[config.mk]
export PLATFORM = sky130hd
export DESIGN_NAME = di_frame_capture
export DESIGN_NICKNAME = d
export VERILOG_FILES = /design/src/rtl/di_frame_capture.sv
export SDC_FILE = /design/constraint.sdc
export NUM_CORES = 1
export LEC_CHECK = 0
export BUFFER_PORTS_ARGS = -buffer_cell sky130_fd_sc_hd__buf_2
export CELL_PAD_IN_SITES_DETAIL_PLACEMENT = 1
export CELL_PAD_IN_SITES_GLOBAL_PLACEMENT = 2
export CORE_MARGIN = 3
export CORE_UTILIZATION = 50
export DETAILED_ROUTE_END_ITERATION = 7
export PLACE_DENSITY_LB_ADDON = 0.1
export SLEW_MARGIN = 15
export SYNTH_ARGS = -nofsm -noshare
export SYNTH_HDL_FRONTEND = slang
export SYNTH_SLANG_ARGS = --single-unit
[constraint.sdc]
create_clock -name QCLK -period 6.9 [get_ports QCLK]
set_input_delay 1.035 -clock QCLK [delete_from_list [all_inputs] [get_ports QCLK]]
set_output_delay 1.035 -clock QCLK [all_outputs]
set_load 0.1 [all_outputs]
[src/rtl/di_frame_capture.sv]
// di_frame_capture
//   Hunts for a two-byte sync header on DI, reads a word count N, then
//   captures N payload words {DID,DI} into a first-word-fall-through FIFO
//   with SOF/EOF tags, and finally compares an XOR check byte.
//
// Ports
//   QCLK        clock, rising edge
//   RST_N       asynchronous active-low reset (release synchronised inside)
//   DI, DID     8-bit data lanes (DID only meaningful during payload)
//   DOUT*       FIFO head: data, SOF, EOF, VALID; DOUT_READY pops the head
//   FRAME_OK    one-cycle pulse, check byte matched
//   CHK_ERR     one-cycle pulse, check byte mismatch or zero length
//   OVF         sticky, a payload word was dropped on a full FIFO
//   FRAME_CNT   saturating count of FRAME_OK pulses
//   ERR_CNT     saturating count of CHK_ERR pulses
module di_frame_capture #(
    parameter logic [15:0] SYNC_WORD = 16'hEB90,
    parameter int          FIFO_AW   = 4
) (
    input  logic        QCLK,
    input  logic        RST_N,
    input  logic [7:0]  DI,
    input  logic [7:0]  DID,
    output logic [15:0] DOUT,
    output logic        DOUT_SOF,
    output logic        DOUT_EOF,
    output logic        DOUT_VALID,
    input  logic        DOUT_READY,
    output logic        FRAME_OK,
    output logic        CHK_ERR,
    output logic        OVF,
    output logic [15:0] FRAME_CNT,
    output logic [15:0] ERR_CNT
);
    localparam int DEPTH = 1 << FIFO_AW;

    typedef enum logic [2:0] {HUNT, HDR2, LEN, PAYLOAD, CHECK} state_t;

    // Reset asserts asynchronously but releases two edges after RST_N rises.
    logic [1:0] rst_sync;
    logic       rst_n_i;

    always_ff @(posedge QCLK or negedge RST_N) begin
        if (!RST_N) rst_sync <= 2'b00;
        else        rst_sync <= {rst_sync[0], 1'b1};
    end
    assign rst_n_i = rst_sync[1];

    logic [7:0] di_q, did_q;
    state_t     state, nstate;
    logic [7:0] len_r, wcnt, csum;
    logic       wr_req, ok_set, err_set, last_word;

    // FIFO signals
    logic [17:0]        mem [DEPTH];
    logic [FIFO_AW-1:0] wr_ptr, rd_ptr;
    logic [FIFO_AW:0]   mem_cnt, occ;
    logic               pop, load, full, wr_en;

    always_ff @(posedge QCLK or negedge rst_n_i) begin
        if (!rst_n_i) begin
            di_q  <= 8'h00;
            did_q <= 8'h00;
        end else begin
            di_q  <= DI;
            did_q <= DID;
        end
    end

    assign last_word = (wcnt == len_r - 8'd1);

    always_ff @(posedge QCLK or negedge rst_n_i) begin
        if (!rst_n_i) state <= HUNT;
        else          state <= nstate;
    end

    always_comb begin
        nstate  = state;
        wr_req  = 1'b0;
        ok_set  = 1'b0;
        err_set = 1'b0;
        case (state)
            HUNT: if (di_q == SYNC_WORD[15:8]) nstate = HDR2;
            HDR2: begin
                if (di_q == SYNC_WORD[7:0])       nstate = LEN;
                else if (di_q == SYNC_WORD[15:8]) nstate = HDR2;
                else                              nstate = HUNT;
            end
            LEN: begin
                if (di_q == 8'h00) begin
                    err_set = 1'b1;
                    nstate  = HUNT;
                end else begin
                    nstate  = PAYLOAD;
                end
            end
            PAYLOAD: begin
                wr_req = 1'b1;
                if (last_word) nstate = CHECK;
            end
            CHECK: begin
                if (di_q == csum) ok_set  = 1'b1;
                else              err_set = 1'b1;
                nstate = HUNT;
            end
            default: nstate = HUNT;
        endcase
    end

    // Frame datapath, status pulses and saturating counters
    always_ff @(posedge QCLK or negedge rst_n_i) begin
        if (!rst_n_i) begin
            len_r     <= 8'h00;
            wcnt      <= 8'h00;
            csum      <= 8'h00;
            FRAME_OK  <= 1'b0;
            CHK_ERR   <= 1'b0;
            FRAME_CNT <= 16'h0000;
            ERR_CNT   <= 16'h0000;
        end else begin
            if (state == LEN && di_q != 8'h00) begin
                len_r <= di_q;
                wcnt  <= 8'h00;
                csum  <= 8'h00;
            end
            if (state == PAYLOAD) begin
                wcnt <= wcnt + 8'd1;
                csum <= csum ^ di_q ^ did_q;
            end
            FRAME_OK <= ok_set;
            CHK_ERR  <= err_set;
            if (ok_set && FRAME_CNT != 16'hFFFF) FRAME_CNT <= FRAME_CNT + 16'd1;
            if (err_set && ERR_CNT != 16'hFFFF)  ERR_CNT   <= ERR_CNT + 16'd1;
        end
    end

    // FIFO: RAM plus a registered head. Occupancy counts both, so the
    // total capacity is exactly DEPTH words and a fresh word needs one
    // extra cycle to reach the head.
    assign pop   = DOUT_VALID & DOUT_READY;
    assign load  = (mem_cnt != '0) && (!DOUT_VALID || pop);
    assign occ   = mem_cnt + (FIFO_AW+1)'(DOUT_VALID);
    assign full  = (occ == (FIFO_AW+1)'(DEPTH));
    assign wr_en = wr_req && (!full || pop);

    always_ff @(posedge QCLK) begin
        if (wr_en) mem[wr_ptr] <= {wcnt == 8'h00, last_word, did_q, di_q};
    end

    always_ff @(posedge QCLK or negedge rst_n_i) begin
        if (!rst_n_i) begin
            wr_ptr     <= '0;
            rd_ptr     <= '0;
            mem_cnt    <= '0;
            DOUT       <= 16'h0000;
            DOUT_SOF   <= 1'b0;
            DOUT_EOF   <= 1'b0;
            DOUT_VALID <= 1'b0;
            OVF        <= 1'b0;
        end else begin
            if (wr_en) wr_ptr <= wr_ptr + (FIFO_AW)'(1);
            if (load)  rd_ptr <= rd_ptr + (FIFO_AW)'(1);
            mem_cnt <= mem_cnt + (FIFO_AW+1)'(wr_en) - (FIFO_AW+1)'(load);
            if (load) begin
                {DOUT_SOF, DOUT_EOF, DOUT} <= mem[rd_ptr];
                DOUT_VALID <= 1'b1;
            end else if (pop) begin
                DOUT_VALID <= 1'b0;
            end
            if (wr_req && full && !pop) OVF <= 1'b1;
        end
    end
endmodule
# After elaboration in Yosys (flattened, before gate mapping)
# Memory sizes are Yosys's and may differ from the RTL's. A register that Yosys moved wholly into a read port is not among the register bits.
# Index checks and enable logic that the tools add are counted.
[totals]
mem_bits_rw = 288
romBits = 0
inputBits = 19
reg_bits = 94
word_cells = 82
mem_count = 1
out_inout_bits = 54
latchBits = 0
[memory_table]
columns = ["name", "depth", "width", "rd", "rd_clocked_by_memory_dff", "wr", "line_no", "source"]
rows = [
  ["mem", 16, 18, 1, 1, 1, "55", "logic [17:0] mem [DEPTH];"],
]
[classes]
n_mux = 19
eq_ne = 13
mul = 0
bitwise = 3
reduce_logical = 21
order_cmp = 0
addsub = 9
shift = 0
div = 0
[op_table]
columns = ["operator", "count"]
rows = [
  ["$add A16 B1 Y16 const B", 2],
  ["$ne A16 B16 Y1 const B", 2],
  ["$mux W8", 3],
  ["$eq A8 B8 Y1", 2],
  ["$eq A8 B8 Y1 const B", 2],
  ["$logic_not A8 Y1", 2],
  ["$xor A8 B8 Y8", 2],
  ["$pmux W3 S4", 1],
  ["$add A5 B1 Y5", 2],
  ["$mux W1", 10],
  ["$add A4 B1 Y4 const B", 2],
  ["$add A8 B1 Y8 const B", 1],
  ["$reduce_bool A8 Y1", 1],
  ["$sub A8 B1 Y8 const B", 1],
  ["$logic_and A1 B1 Y1", 7],
  ["$eq A3 B2 Y1 const B", 2],
  ["$mux W3", 2],
  ["$eq A5 B5 Y1 const B", 1],
  ["$reduce_bool A5 Y1", 1],
  ["$sub A5 B1 Y5", 1],
  ["$logic_not A1 Y1", 4],
  ["$mux W2", 2],
  ["$ne A2 B2 Y1 const B", 2],
  ["$reduce_bool A2 Y1", 2],
  ["7 further kinds", 8],
]

# Depth between registers and ports, before layout
[depth]
depth_word = 7
ltp_mapped = 17
depth_no_buf = 17

# Worst setup path before layout
# No wires, ideal clock.
[synth_path]
kind = "register to register"
from = "reg DOUT_VALID"
to = "mem mem[4][0] (enable)"
stages_incl_launch_ff = 9
setup_slack_ns = 2.961
period_less_slack_ns = 3.939
arrival_ns = 3.523
t_required_ns = 6.484
setup_time_ns = 0.416
path_buffers = 0
cell_sequence = "dfrtp_1 > ha_1 > ha_1 > and3b_1 > o21ai_0 > a211oi_1 > nor2_1 > nand2_1 > nor3_1"
[synth_between]
elab_chain_len = 7
elab_cells_between_ends = 8
cone_classes = "add/sub (1); eq/ne (1); mux (2); bitwise (1); reduce/logical (3)"
[synth_lines]
columns = ["element", "line_no", "source"]
rows = [
  ["start, declared", "27", "output logic DOUT_VALID,"],
  ["start signal, assigned", "158", "DOUT_VALID <= 1'b0;"],
  ["start signal, assigned", "166", "DOUT_VALID <= 1'b1;"],
  ["start signal, assigned", "168", "DOUT_VALID <= 1'b0;"],
  ["$add A5 B1 Y5", "142", "assign occ = mem_cnt + (FIFO_AW+1)'(DOUT_VALID);"],
  ["$eq A5 B5 Y1", "143", "assign full = (occ == (FIFO_AW+1)'(DEPTH));"],
  ["$logic_not A1 Y1", "144", "assign wr_en = wr_req && (!full || pop);"],
  ["$logic_or A1 B1 Y1 *", "144", ""],
  ["$logic_and A1 B1 Y1 *", "144", ""],
  ["$mux W1 *", "147", "if (wr_en) mem[wr_ptr] <= {wcnt == 8'h00, last_word, did_q, di_q};"],
  ["$mux W1 (not written as such) *", "147", ""],
  ["end, declared", "55", ""],
]
# Every way passes the cells marked *; elsewhere a longest branch is shown, timed or not.

# Worst setup path in the final report
[layout_path]
from = "reg DOUT_VALID"
to = "mem mem[12][14] (enable)"
# The elaborated chain is that of the path after synthesis.

==> metrics.md <==
| Metric | Value |
|---|---|
| First-pass GRT wire length | about 56,000 µm |
| Worst IR Drop VDD | 238 µV |
| Worst Clk Skew | ~0.011 ns |
| Outcome | complete, no violations |
| Total negative slack | 0 ns |
| Post-CTS Resized | 0 |
| Slew Limit Fails | 0 |
| Largest net degree at the start of global routing | between 70 and 80 |
| FF+latch count, synth | 400 |
| Synth warn | 0 |
| CTS tree | yes |
| Most frequent cells in the layout | 288 x edfxtp_1, 109 x dfrtp_1, 90 x mux4_2 |
| Pint | 5.19 mW |
| ANT nets after route | 0 |
| ANT cells | 0 |
| Met1 WL | between 15,000 and 20,000 µm |
| Synth unique cells | 55 |
| Worst rel slew slack | 0.231 |
| Worst Max-Slew Pin Slew | ~1.2 ns |
| PD cells | 424 nW/µm² |
| Max clock buf depth | 3 |
| Total power | roughly 8 mW |
| Period Utilization, post-route | 0.523 |
| # hold bufs at CTS | 0 |
| Setup Viol. Count Final | 0 |
| Share of layout cells above drive strength 1 | 0.276 |
| Total global-route track usage | 0.216 |
| Cell Area, Synth | roughly 16,000 µm² |
| CP required | approximately 7 ns |
| DR DRC count | 0 |
| Die Y | about 190 µm |
| Startpoint Class | flip-flop |
| Post-synth top area share | 0.534 |
| Met2 wire length | approximately 18,000 µm |
| Clock power frac | 0.278 |
| Routed length per placed instance | approximately 25 µm |
| RSZ-0062 raised after global routing | false |
| Core footprint | 31,700 µm² |
| Register area share after synthesis | 0.708 |
| Initial DRT Pass Iterations | 4 |
| Critical path class | flip-flop to flip-flop |
| Post-CTS Setup Bufs | 0 |
| Area Growth Syn to Fin | 13.8% |
| CTS HTree Levels | 2 |
| Initial DRC count | ~540 |
| Die Wd | about 190 µm |
| Mean Syn Cell Area | around 18 µm² |
| Worst Path Arrival | between 3 and 4 ns |
| Die area | around 35,000 µm² |
| Detailed-route via count | ~8,400 |
| Initial antenna violation count | 0 |
| Minimum clock period after layout | around 3.6 ns |
| Logic gate share of total power | 0.308 |
| Final GP Congestion | ~0.80 |
| Via density per instance | ~6 |
| Number of global-route vias before repair | 9,238 |
| Cts bufs inserted | between 40 and 50 |
| EDFF count, synth | between 200 and 300 |
| Detail Placement HPWL | about 22,000 µm |
| Commonest non-fill, non-tap cell in the layout | edfxtp_1 |
| I/O Buffers | 72 |
| Final hold viol count | 0 |
| FMAX | roughly 0.28 GHz |
| Lkg Pwr | approximately 6.6 nW |
| Reg power frac | 0.414 |
| Synth area leaders | edfxtp_1 53%, dfrtp_1 17%, mux4_2 13%, xor2_1 1.9%, xnor2_1 1.7% |
| Site Rows | 65 |
| Initial Util | 0.510 |
| Worst hold path type | primary input to asynchronous set/reset pin |
| Synth area leader | edfxtp_1 |
| Hold_ws | 0.285 ns |
| Overall routed net length | ~36,000 µm |
| Metal3 WL | between 1500 and 2000 µm |
| Sinks on the clock net | 400 |
| I/O pin count | 73 |
| Synth Flop Type | edfxtp_1 |
| Clock Pin Slew Worst Setup and Hold Paths | 0.06 ns |
| Crit. End Element | flip-flop |
| Worst skew pair latency | around 0.53 ns |
| Total global routing overflow | 0 |
| Maximum fanout along the worst path | 18 |
| Syn_nets | 940 |
| Final #Nets | a little over 1,000 |
| Gate Count Post-Synth | 900 |
| Top sig layer | met4 |
| Root buf cell | clkbuf_16 |
| Async SR Flop Fraction | 0.280 |
| Switching Share | 0.336 |
| Sw power | roughly 2.6 mW |
| MaxCap Viol Count | 0 |
| R2R Setup Slk | about 3.3 ns |
==> synthesized netlist by cell type (20+ instances only) <==
cell      number
mux4_2        90
dfrtp_1      112
clkbuf_1      23
nor2_1        37
edfxtp_1     288
mux2_2        21
ha_1          20
xor2_1        36
o21ai_0       35
inv_1         21
xnor2_1       31
nand2_1       53
==> per-layer routing <==
layer | vias to the layer above | global-route usage
met2 | 208 | 0.369
met3 | 49 | 0.0307
met1 | 4424 | 0.299
met4 | 0 | 0.0492
li1 | 3684 | -
met5 | - | 0
==> per-stage QoR <==
step / setup WS [ns] / instances / cell area [µm²] / util
floorplan: 2.96 / 900 / 16200 / -
global placement: 3.27 / 1357 / 17100 / 0.538
finish: 3.29 / 1433 / 18400 / 0.581
detailed placement: 3.11 / 1357 / 17100 / 0.538
global route: 2.96 / 1433 / 18400 / 0.581
CTS: 3.22 / 1433 / 18400 / 0.580
==> state kept, by name (all words and copies together), names as in the netlist, 8 cells and up <==
name	count
mem	288
DOUT	16
ERR_CNT	16
FRAME_CNT	16
csum	8
di_q	8
did_q	8
len_r	8
wcnt	8
==> logic make-up (layout without fill, tap and decap cells) <==
| logic type | after synthesis | in the layout | share of synthesized area |
|---|---|---|---|
| multiplexers | 112 | 112 | 0.141 |
| flip-flops | 400 | 400 | 0.708 |
| XOR/XNOR | 67 | 67 | 0.0363 |
| adder cells (fa/ha/maj) | 21 | 21 | 0.0167 |
| AND/OR/NAND/NOR | 189 | 189 | 0.0646 |
| other | 1 | 1 | 0.000232 |
| AO/OA/AOI/OAI | 54 | 54 | 0.0193 |
| buffers and inverters | 56 | 187 | 0.0145 |
==> power by group through the flow <==
stage | sequential [mW] | clock [mW] | combinational (mW)
after floorplan | 3.59 | 0 | 1.49
after global placement | 3.26 | 0 | 2.36
after detailed placement | 3.29 | 0 | 2.43
after CTS | 3.24 | 2.23 | 2.44
after global routing | 3.28 | 2.33 | 2.59
final | 3.23 | 2.17 | 2.40
==> final timing paths <==
check | startpoint | end | cells after the start
setup / recovery | DOUT_VALID | mem[12][14] | 8
hold / removal | RST_N | rst_sync[1] | 1
setup reg to reg | DOUT_VALID | mem[12][14] | 8
hold reg to reg | rst_sync[0] | rst_sync[1] | 0
max in group asynchronous | rst_sync[1] | DOUT[6] | 1
min in group QCLK | rst_sync[0] | rst_sync[1] | 0
==> critical path: stages (launching register included) <==
cell      delay (ns)
dfrtp_1         0.41
ha_1            0.24
ha_1            0.22
and3b_1         0.16
o21ai_0         0.19
a211oi_1        0.18
nor2_1          0.44
nand3_1         0.41
nor2_2          0.96
==> area by class of cell <==
class	instances	area [µm²]
clock inverter	18	194
inverter	21	78.8
multi-input combinational	444	4550
sequential	400	11500
fill	2847	13300
tap	402	503
clock buffer	58	1130
timing repair buffer	90	495
No activity file was read; power rests on OpenSTA's default activity.
